--- src/rtl/game_state_ctrl_if.sv ---
// UART link bundle between the game sequencer and the UART core.
// master: sequencer side (consumes RX, drives TX requests); slave: UART side.
interface game_state_ctrl_if;
    logic [7:0] rx_data;
    logic       rx_valid;
    logic       tx_busy;
    logic [7:0] tx_data;
    logic       tx_start;

    modport master (
        input  rx_data,
        input  rx_valid,
        input  tx_busy,
        output tx_data,
        output tx_start
    );

    modport slave (
        output rx_data,
        output rx_valid,
        output tx_busy,
        input  tx_data,
        input  tx_start
    );
endinterface

--- src/rtl/game_state_ctrl.sv ---
// Top-level game sequencer: MENU/READY/GAME/SCORE state, two-player UART sync, hit scoring.
// Optional macro GAME_PAUSE_EN adds a PAUSE state toggled by the start button during GAME.
module game_state_ctrl #(
    parameter int unsigned READY_CYCLES = 32'd300000000,
    parameter int unsigned SCORE_HOLD   = 32'd1000000000,
    parameter logic [7:0]  READY_BYTE   = 8'h52
) (
    input  logic                     clk,
    input  logic                     rst,
    input  logic                     start_btn,
    input  logic                     hit,
    input  logic                     end_of_time,
    game_state_ctrl_if.master        uart,
    output logic [1:0]               state_out,
    output logic                     timer_rst,
    output logic [7:0]               score,
    output logic [7:0]               remote_score,
    output logic                     remote_valid
);

    localparam logic [1:0]  CODE_MENU  = 2'b00;
    localparam logic [1:0]  CODE_READY = 2'b01;
    localparam logic [1:0]  CODE_GAME  = 2'b10;
    localparam logic [1:0]  CODE_SCORE = 2'b11;
    localparam logic [31:0] READY_LOAD = READY_CYCLES - 32'd1;
    localparam logic [31:0] SCORE_LAST = SCORE_HOLD - 32'd1;

`ifdef GAME_PAUSE_EN
    typedef enum logic [2:0] {
        ST_MENU  = 3'd0,
        ST_READY = 3'd1,
        ST_GAME  = 3'd2,
        ST_SCORE = 3'd3,
        ST_PAUSE = 3'd4
    } state_t;
`else
    typedef enum logic [1:0] {
        ST_MENU  = 2'd0,
        ST_READY = 2'd1,
        ST_GAME  = 2'd2,
        ST_SCORE = 2'd3
    } state_t;
`endif

    state_t      state_r;
    logic        start_q_r;
    logic        local_rdy_r;
    logic        remote_rdy_r;
    logic [31:0] cnt_r;
    logic        pend_r;
    logic [7:0]  pend_byte_r;
    logic [7:0]  tx_data_r;
    logic        tx_start_r;

    logic        start_edge_s;
    logic        rx_ready_s;
    logic        local_next_s;
    logic        remote_next_s;
    logic        pause_edge_s;
    logic [7:0]  score_hit_s;
    logic        req_s;
    logic [7:0]  req_byte_s;

    function automatic logic [7:0] sat_inc(input logic [7:0] v);
        return (v == 8'hFF) ? 8'hFF : v + 8'd1;
    endfunction

    assign uart.tx_data  = tx_data_r;
    assign uart.tx_start = tx_start_r;

    // Edge detect, ready-flag lookahead, saturated score and TX request selection.
    always_comb begin
        start_edge_s  = start_btn & ~start_q_r;
        rx_ready_s    = uart.rx_valid & (uart.rx_data == READY_BYTE);
        local_next_s  = local_rdy_r | start_edge_s;
        remote_next_s = remote_rdy_r | rx_ready_s;
`ifdef GAME_PAUSE_EN
        pause_edge_s  = start_edge_s;
`else
        pause_edge_s  = 1'b0;
`endif
        if (hit) begin
            score_hit_s = sat_inc(score);
        end else begin
            score_hit_s = score;
        end
        req_s      = 1'b0;
        req_byte_s = 8'h00;
        case (state_r)
            ST_MENU: begin
                if (start_edge_s && !local_rdy_r) begin
                    req_s      = 1'b1;
                    req_byte_s = READY_BYTE;
                end else begin
                    req_s      = 1'b0;
                    req_byte_s = 8'h00;
                end
            end
            ST_GAME: begin
                // The score byte already includes a hit landing in the same cycle.
                if (!pause_edge_s && end_of_time) begin
                    req_s      = 1'b1;
                    req_byte_s = score_hit_s;
                end else begin
                    req_s      = 1'b0;
                    req_byte_s = 8'h00;
                end
            end
            default: begin
                req_s      = 1'b0;
                req_byte_s = 8'h00;
            end
        endcase
    end

    // Game sequencer FSM with registered state code, timer clear and score registers.
    always_ff @(posedge clk) begin
        if (rst) begin
            state_r      <= ST_MENU;
            state_out    <= CODE_MENU;
            timer_rst    <= 1'b1;
            score        <= 8'h00;
            remote_score <= 8'h00;
            remote_valid <= 1'b0;
            local_rdy_r  <= 1'b0;
            remote_rdy_r <= 1'b0;
            cnt_r        <= 32'd0;
            start_q_r    <= 1'b0;
        end else begin
            start_q_r <= start_btn;
            case (state_r)
                ST_MENU: begin
                    if (local_next_s && remote_next_s) begin
                        state_r      <= ST_READY;
                        state_out    <= CODE_READY;
                        timer_rst    <= 1'b0;
                        score        <= 8'h00;
                        remote_score <= 8'h00;
                        remote_valid <= 1'b0;
                        local_rdy_r  <= 1'b0;
                        remote_rdy_r <= 1'b0;
                        cnt_r        <= READY_LOAD;
                    end else begin
                        local_rdy_r  <= local_next_s;
                        remote_rdy_r <= remote_next_s;
                    end
                end
                ST_READY: begin
                    if (cnt_r == 32'd0) begin
                        state_r   <= ST_GAME;
                        state_out <= CODE_GAME;
                    end else begin
                        cnt_r <= cnt_r - 32'd1;
                    end
                end
                ST_GAME: begin
`ifdef GAME_PAUSE_EN
                    if (start_edge_s) begin
                        state_r   <= ST_PAUSE;
                        state_out <= CODE_READY;
                    end else
`endif
                    begin
                        score <= score_hit_s;
                        if (end_of_time) begin
                            state_r   <= ST_SCORE;
                            state_out <= CODE_SCORE;
                            cnt_r     <= 32'd0;
                        end else begin
                            state_r <= ST_GAME;
                        end
                    end
                end
                ST_SCORE: begin
                    if (uart.rx_valid && !remote_valid) begin
                        remote_score <= uart.rx_data;
                        remote_valid <= 1'b1;
                    end else begin
                        remote_valid <= remote_valid;
                    end
                    if (start_edge_s || (cnt_r == SCORE_LAST)) begin
                        state_r   <= ST_MENU;
                        state_out <= CODE_MENU;
                        timer_rst <= 1'b1;
                        cnt_r     <= 32'd0;
                    end else begin
                        cnt_r <= cnt_r + 32'd1;
                    end
                end
`ifdef GAME_PAUSE_EN
                ST_PAUSE: begin
                    // state_out stays 01 here so the timer holds its count.
                    if (start_edge_s) begin
                        state_r   <= ST_GAME;
                        state_out <= CODE_GAME;
                    end else begin
                        state_r <= ST_PAUSE;
                    end
                end
`endif
                default: begin
                    state_r   <= ST_MENU;
                    state_out <= CODE_MENU;
                    timer_rst <= 1'b1;
                    cnt_r     <= 32'd0;
                end
            endcase
        end
    end

    // One-deep TX request buffer; a new request in the issue cycle refills it.
    always_ff @(posedge clk) begin
        if (rst) begin
            pend_r      <= 1'b0;
            pend_byte_r <= 8'h00;
            tx_data_r   <= 8'h00;
            tx_start_r  <= 1'b0;
        end else begin
            tx_start_r <= 1'b0;
            if (pend_r && !uart.tx_busy) begin
                tx_start_r <= 1'b1;
                tx_data_r  <= pend_byte_r;
                pend_r     <= 1'b0;
            end
            if (req_s) begin
                pend_r      <= 1'b1;
                pend_byte_r <= req_byte_s;
            end
        end
    end

endmodule

--- src/flat_wrapper.sv ---
// flat-port wrapper written by rule: the top's interface ports become plain ports
module game_state_ctrl_flat 
#(
    parameter int unsigned READY_CYCLES = 32'd300000000,
    parameter int unsigned SCORE_HOLD   = 32'd1000000000,
    parameter logic [7:0]  READY_BYTE   = 8'h52
)
  (clk, rst, start_btn, hit, end_of_time, state_out, timer_rst, score, remote_score, remote_valid, uart_rx_data, uart_rx_valid, uart_tx_busy, uart_tx_data, uart_tx_start);
  game_state_ctrl_if uart_i ();
  input  logic clk;
  input  logic rst;
  input  logic start_btn;
  input  logic hit;
  input  logic end_of_time;
  output logic [1:0] state_out;
  output logic timer_rst;
  output logic [7:0] score;
  output logic [7:0] remote_score;
  output logic remote_valid;
  input wire logic [$bits(uart_i.rx_data)-1:0] uart_rx_data;
  input wire logic [$bits(uart_i.rx_valid)-1:0] uart_rx_valid;
  input wire logic [$bits(uart_i.tx_busy)-1:0] uart_tx_busy;
  output wire logic [$bits(uart_i.tx_data)-1:0] uart_tx_data;
  output wire logic [$bits(uart_i.tx_start)-1:0] uart_tx_start;
  assign uart_i.rx_data = uart_rx_data;
  assign uart_i.rx_valid = uart_rx_valid;
  assign uart_i.tx_busy = uart_tx_busy;
  assign uart_tx_data = uart_i.tx_data;
  assign uart_tx_start = uart_i.tx_start;
  game_state_ctrl #(.READY_CYCLES(READY_CYCLES), .SCORE_HOLD(SCORE_HOLD), .READY_BYTE(READY_BYTE)) u_core (.clk(clk), .rst(rst), .start_btn(start_btn), .hit(hit), .end_of_time(end_of_time), .uart(uart_i), .state_out(state_out), .timer_rst(timer_rst), .score(score), .remote_score(remote_score), .remote_valid(remote_valid));
endmodule
--- config.mk ---
export PLATFORM = sky130hd
export DESIGN_NAME = game_state_ctrl_flat
export DESIGN_NICKNAME = d
export VERILOG_FILES = /design/src/rtl/game_state_ctrl_if.sv /design/src/rtl/game_state_ctrl.sv /design/src/flat_wrapper.sv
export SDC_FILE = /design/constraint.sdc
export NUM_CORES = 1
export LEC_CHECK = 0
export CAP_MARGIN = 20
export CORE_MARGIN = 3
export CORE_UTILIZATION = 30
export CTS_BUF_LIST = sky130_fd_sc_hd__clkbuf_2 sky130_fd_sc_hd__clkbuf_4 sky130_fd_sc_hd__clkbuf_8
export DETAILED_ROUTE_END_ITERATION = 6
export DONT_BUFFER_PORTS = 1
export GPL_ROUTABILITY_DRIVEN = 0
export GPL_TIMING_DRIVEN = 0
export PLACE_DENSITY = 0.41
export SLEW_MARGIN = 5
export SYNTH_ARGS = -nofsm -noshare
export SYNTH_HDL_FRONTEND = slang
export SYNTH_SLANG_ARGS = --single-unit
--- constraint.sdc ---
create_clock -name clk -period 2.2 [get_ports clk]
set_input_delay 0.44 -clock clk [delete_from_list [all_inputs] [get_ports clk]]
set_output_delay 0.44 -clock clk [all_outputs]
set_load 0.02 [all_outputs]
## After elaboration in Yosys (flattened, before gate mapping)

Cells that the tools add are included.

- Register bits after elaboration: 75
- Bits of input ports: 15
- Output and inout bits: 29
- Logic and storage cells: 87

- Add/subtract/negate cells: 3
- Eq/ne operators: 12
- Muxes and demuxes: 34
- Bitwise logic cells: 5
- Reductions and logical operators: 19

Operators with widths:

| cell | number |
|---|---|
| 32-bit two-way mux | 4 |
| 32-bit one-hot mux with 4 select lines | 1 |
| 8-bit one-hot mux with 2 select lines | 3 |
| 8-bit two-way mux | 5 |
| 32-bit by 1-bit adder with 32-bit output, second input constant | 1 |
| 32-bit by 30-bit == test with 1-bit output, second input constant | 1 |
| 32-bit zero test | 1 |
| 32-bit by 1-bit subtractor with 32-bit output, second input constant | 1 |
| 2-bit one-hot mux with 4 select lines | 2 |
| 3-bit AND reduction | 4 |
| 1-bit two-way mux | 11 |
| 8-bit by 1-bit adder with 8-bit output, second input constant | 1 |
| 8-bit by 7-bit == test with 1-bit output, second input constant | 1 |
| 8-bit == test, second input constant | 1 |
| 2-bit two-way mux | 4 |
| 2-bit by 1-bit != test with 1-bit output, second input constant | 4 |
| 7-bit two-way mux | 1 |
| 1-bit one-hot mux with 2 select lines | 3 |
| 2-bit nonzero test | 3 |
| 2-bit == test, second input constant | 2 |
| 1-bit logical AND | 4 |
| 2-bit != test, second input constant | 2 |
| 4-bit AND reduction | 1 |
| 1-bit zero test | 3 |
| 7 further kinds | 9 |

## Depth between registers and ports, before layout

- Word-level depth: 6
- Depth in mapped cells: 10
- Mapped depth without buffers: 8

## Worst setup path after synthesis

No wires, ideal clock.

- Path kind: register to register
- From: register u_core.cnt_r[0]
- To: register u_core.cnt_r[28]
- Library setup time: 0.103 ns
- Data arrival time: 2.282 ns
- Required time: 2.097 ns
- Path slack: -0.185 ns
- Stages on the path, launching flop included: 9
- Buffers on the path: 0
- Clock period less this slack: 2.385 ns
- Cell sequence: dfxtp_1 > inv_1 > ha_1 > nor3b_1 > and4_1 > nand4_2 > and3_4 > and4b_1 > a2111oi_2

- Cells in the longest elaborated chain, start to end: 4
- Elaborated cells between the ends (all ways): 10
- Classes of those cells: add/sub: 2; eq/ne: 2; mux: 3; reduce/logical: 3

RTL lines:

| item | RTL line | text |
|---|---|---|
| start, declared | game_state_ctrl.sv:49 | `logic [31:0] cnt_r;` |
| start signal, assigned | game_state_ctrl.sv:153 | `cnt_r <= cnt_r - 32'd1;` |
| start signal, assigned | game_state_ctrl.sv:187 | `cnt_r <= cnt_r + 32'd1;` |
| parallel branches: the longest is 4 deep, another holds 32-bit by 1-bit adder with 32-bit output | n/a |  |

Parallel ways; which one is timed is not known. The select of a mux whose other input is x is not followed.
A chain may end at the register's enable or synchronous reset.

## Final worst setup path

- From: register u_core.cnt_r[25]
- To: register u_core.cnt_r[28]

The elaborated chain is that of the path after synthesis.

==> out/summary.txt <==
Max Fclk = 0.432 GHz
Maximum clock path buffer count = 2
Initial Utilization = 0.312
Sequential area share after synthesis = 0.311
Crit path time final = 2.32 ns
Top cells by area, synth = dfxtp_1 (31%), nand2_1 (5.5%), nor2_1 (4.5%), a21oi_1 (4.3%), clkbuf_1 (3.8%)
Vias in the first global route = 5087
Hold Slack = 0.195 ns
Asr flop ratio synth = 0
Ys Warns = 0
Layout fillers = 1575
Tcrit/Tclk final = 1.05
Syn Inst Count = 644
Mapped Area = 4830 µm²
Core area = 15500 µm²
Die Span X = 133 µm
Residual DRC = 0
Synthesized net count = 667
CTS tree = yes
Gr ovfl total = 0
Final hold vios = 0
Via density per instance = 5.98
Overall routing resource usage = 0.218
Initial DRC count = 480
Tightest Pin Transition = 0.897 ns
Failing checks = negative setup slack
Pwr Density = 1310 nW/µm²
Dpl hpwl = 13000 µm
Top cell type's share of synthesized area = 0.311
Unrepaired setup endpoints after global routing = true
Setup crit start kind = flop
Worst Setup Slack, final = -0.117 ns
Nature of the critical path endpoint = flop
Most numerous cell in the Yosys netlist = dfxtp_1
Slew headroom = 0.402
CP max FO = 4
Worst-path clk slew = 0.09 ns
Worst Clk Skew = 0.0186 ns
Yosys top cell by area = dfxtp_1
Synth-to-layout area growth = 31.0%
Post-DR wirelength/cell = 22.0 µm
Max cap viols = 0
Total Wirelength = 19900 µm
Main flop type after synthesis = dfxtp_1
Sink Count = 75
Syn avg cell area = 7.51 µm²
CTS H-tree depth = 3
Cell Rows = 45
Top cells by count, synth = dfxtp_1 (75), nand2_1 (71), nor2_1 (58)
Count of flip-flops with a built-in enable after synthesis = 0
IO Count = 44
Max Slew Vio Count = 0
Required time worst endpoint = 2.48 ns
Antenna Nets Post-Route = 0
Crit path kind = reg -> reg
Pin count of the biggest net entering global routing = 15
CTS root buf = clkbuf_8
Total number of vias = 5408
TritonCTS Buffers = 9
Drt first pass iters = 5
DIE HEIGHT = 133 µm
Die area = 17700 µm²
Setup violation total in the final timing report = 10
Layout cell share with drive strength beyond 1 = 0.274
Register-to-register setup slack = -0.12 ns
Antenna diodes = 0
First-pass GRT wire length = 30100 µm
Status = complete, but fails checks
Max rail drop VDD = 0.744 mV
Hold WC Path Type = in -> reg
Synth unique cells = 70
LEAKAGE = 2.17 nW
Clk Latency, worst-skew pair = 0.39 ns
Port Buf Inserts = 0
Critical Path AT = 2.60 ns
Antenna violations before repair = 0
NumNets Final = 711
Flops & latches, synth = 75
Final core utilization = 0.409
## logic make-up after synthesis
logic type      count (synthesis)  share of synthesized area
simple gates                  287                      0.312
xor+xnor                       13                     0.0236
buf+inv                        74                     0.0619
fa+ha+maj                       8                     0.0207
compound gates                183                      0.262
mux                             4                    0.00854
flops                          75                      0.311
## worst paths after layout
path / from / end / depth (start not counted)
setup reg to reg: u_core.cnt_r[25]$_SDFFE_PP0P_ / u_core.cnt_r[28]$_SDFFE_PP0P_ / 6
setup / recovery: u_core.cnt_r[25]$_SDFFE_PP0P_ / u_core.cnt_r[28]$_SDFFE_PP0P_ / 6
hold / removal: start_btn / u_core.start_q_r$_SDFF_PP0_ / 1
hold reg to reg: u_core.pend_byte_r[6]$_SDFFE_PP0P_ / u_core.uart.tx_data[6]$_SDFFE_PP0P_ / 2
## stage by stage
step	cells	setup WS, ns	total power [mW]	TNS [ns]	cell area [µm²]
2_1_floorplan	644	-0.0543	4.36	-0.0571	4880
3_3_place_gp	855	-0.995	5.44	-30.63	5150
3_5_place_dp	856	-0.920	5.46	-29.05	5160
4_1_cts	885	-0.205	7.03	-4.31	5750
5_1_grt	904	-0.219	8.74	-2.36	6330
6_report	904	-0.117	8.32	-0.377	6330
## area by class of cell
| class | instances | area (µm²) | area share |
|---|---|---|---|
| inverter | 15 | 56.3 | 0.00889 |
| tap | 211 | 264 | 0.0417 |
| clock buffer | 11 | 151 | 0.0239 |
| multi-input combinational | 495 | 3530 | 0.558 |
| timing repair buffer | 53 | 522 | 0.0824 |
| clock inverter | 5 | 42.5 | 0.00672 |
| sequential | 75 | 1530 | 0.242 |
| buffer | 39 | 235 | 0.0371 |
## cell usage in the layout (no fill, tap or decap), types with 10 or more instances in the layout
cell       n
buf_4     39
nor3_1    19
dfxtp_2   14
a31oi_1   10
nand2_1   68
nand4_1   12
o21ai_0   23
nor2_1    54
a211oi_1  11
clkbuf_8  11
buf_6     13
dfxtp_1   58
a22oi_1   14
inv_1     11
nand3_1   30
clkbuf_1  13
a21oi_1   38
## worst max-delay path, cell delays in order (launching register included)
cell,delay [ns]
dfxtp_4,0.36
or4_4,0.57
nor4b_4,0.35
nand4_4,0.17
and3_4,0.21
and4b_1,0.18
a2111oi_2,0.37
## sequential cells by signal, indices dropped and copies added, names as in the netlist
signal	cells
u_core.remote_valid	1
u_core.pend_r	1
u_core.score	8
u_core.uart.tx_data	8
u_core.state_r	2
u_core.local_rdy_r	1
u_core.remote_rdy_r	1
u_core.timer_rst	1
u_core.pend_byte_r	8
u_core.uart.tx_start	1
u_core.remote_score	8
u_core.state_out	2
u_core.cnt_r	32
u_core.start_q_r	1
## report_power, final
part	switching [mW]	total (mW)	internal, mW	leakage, nW
Combinational	3.11	5.38	2.27	1.46
Sequential	0.294	1.83	1.54	0.616
Clock	0.631	1.12	0.484	0.0965
Total	4.03	8.32	4.29	2.17
## metal layers
layer / track usage / wire (µm)
met4: 0.0964 / 539
met5: 0 / 0
met1: 0.286 / 8530
met3: 0.0464 / 1410
met2: 0.344 / 9370
## repair_timing
item / 4_1_cts / 5_1_grt
setup endpoints to repair: 37 / 54
pin swaps: 11 / 28
gates resized for setup: 63 / 124
gates cloned: 1 / 1
hold buffers: 0 / 0
buffers inserted: 24 / 26
No activity file was read; power rests on OpenSTA's default activity.
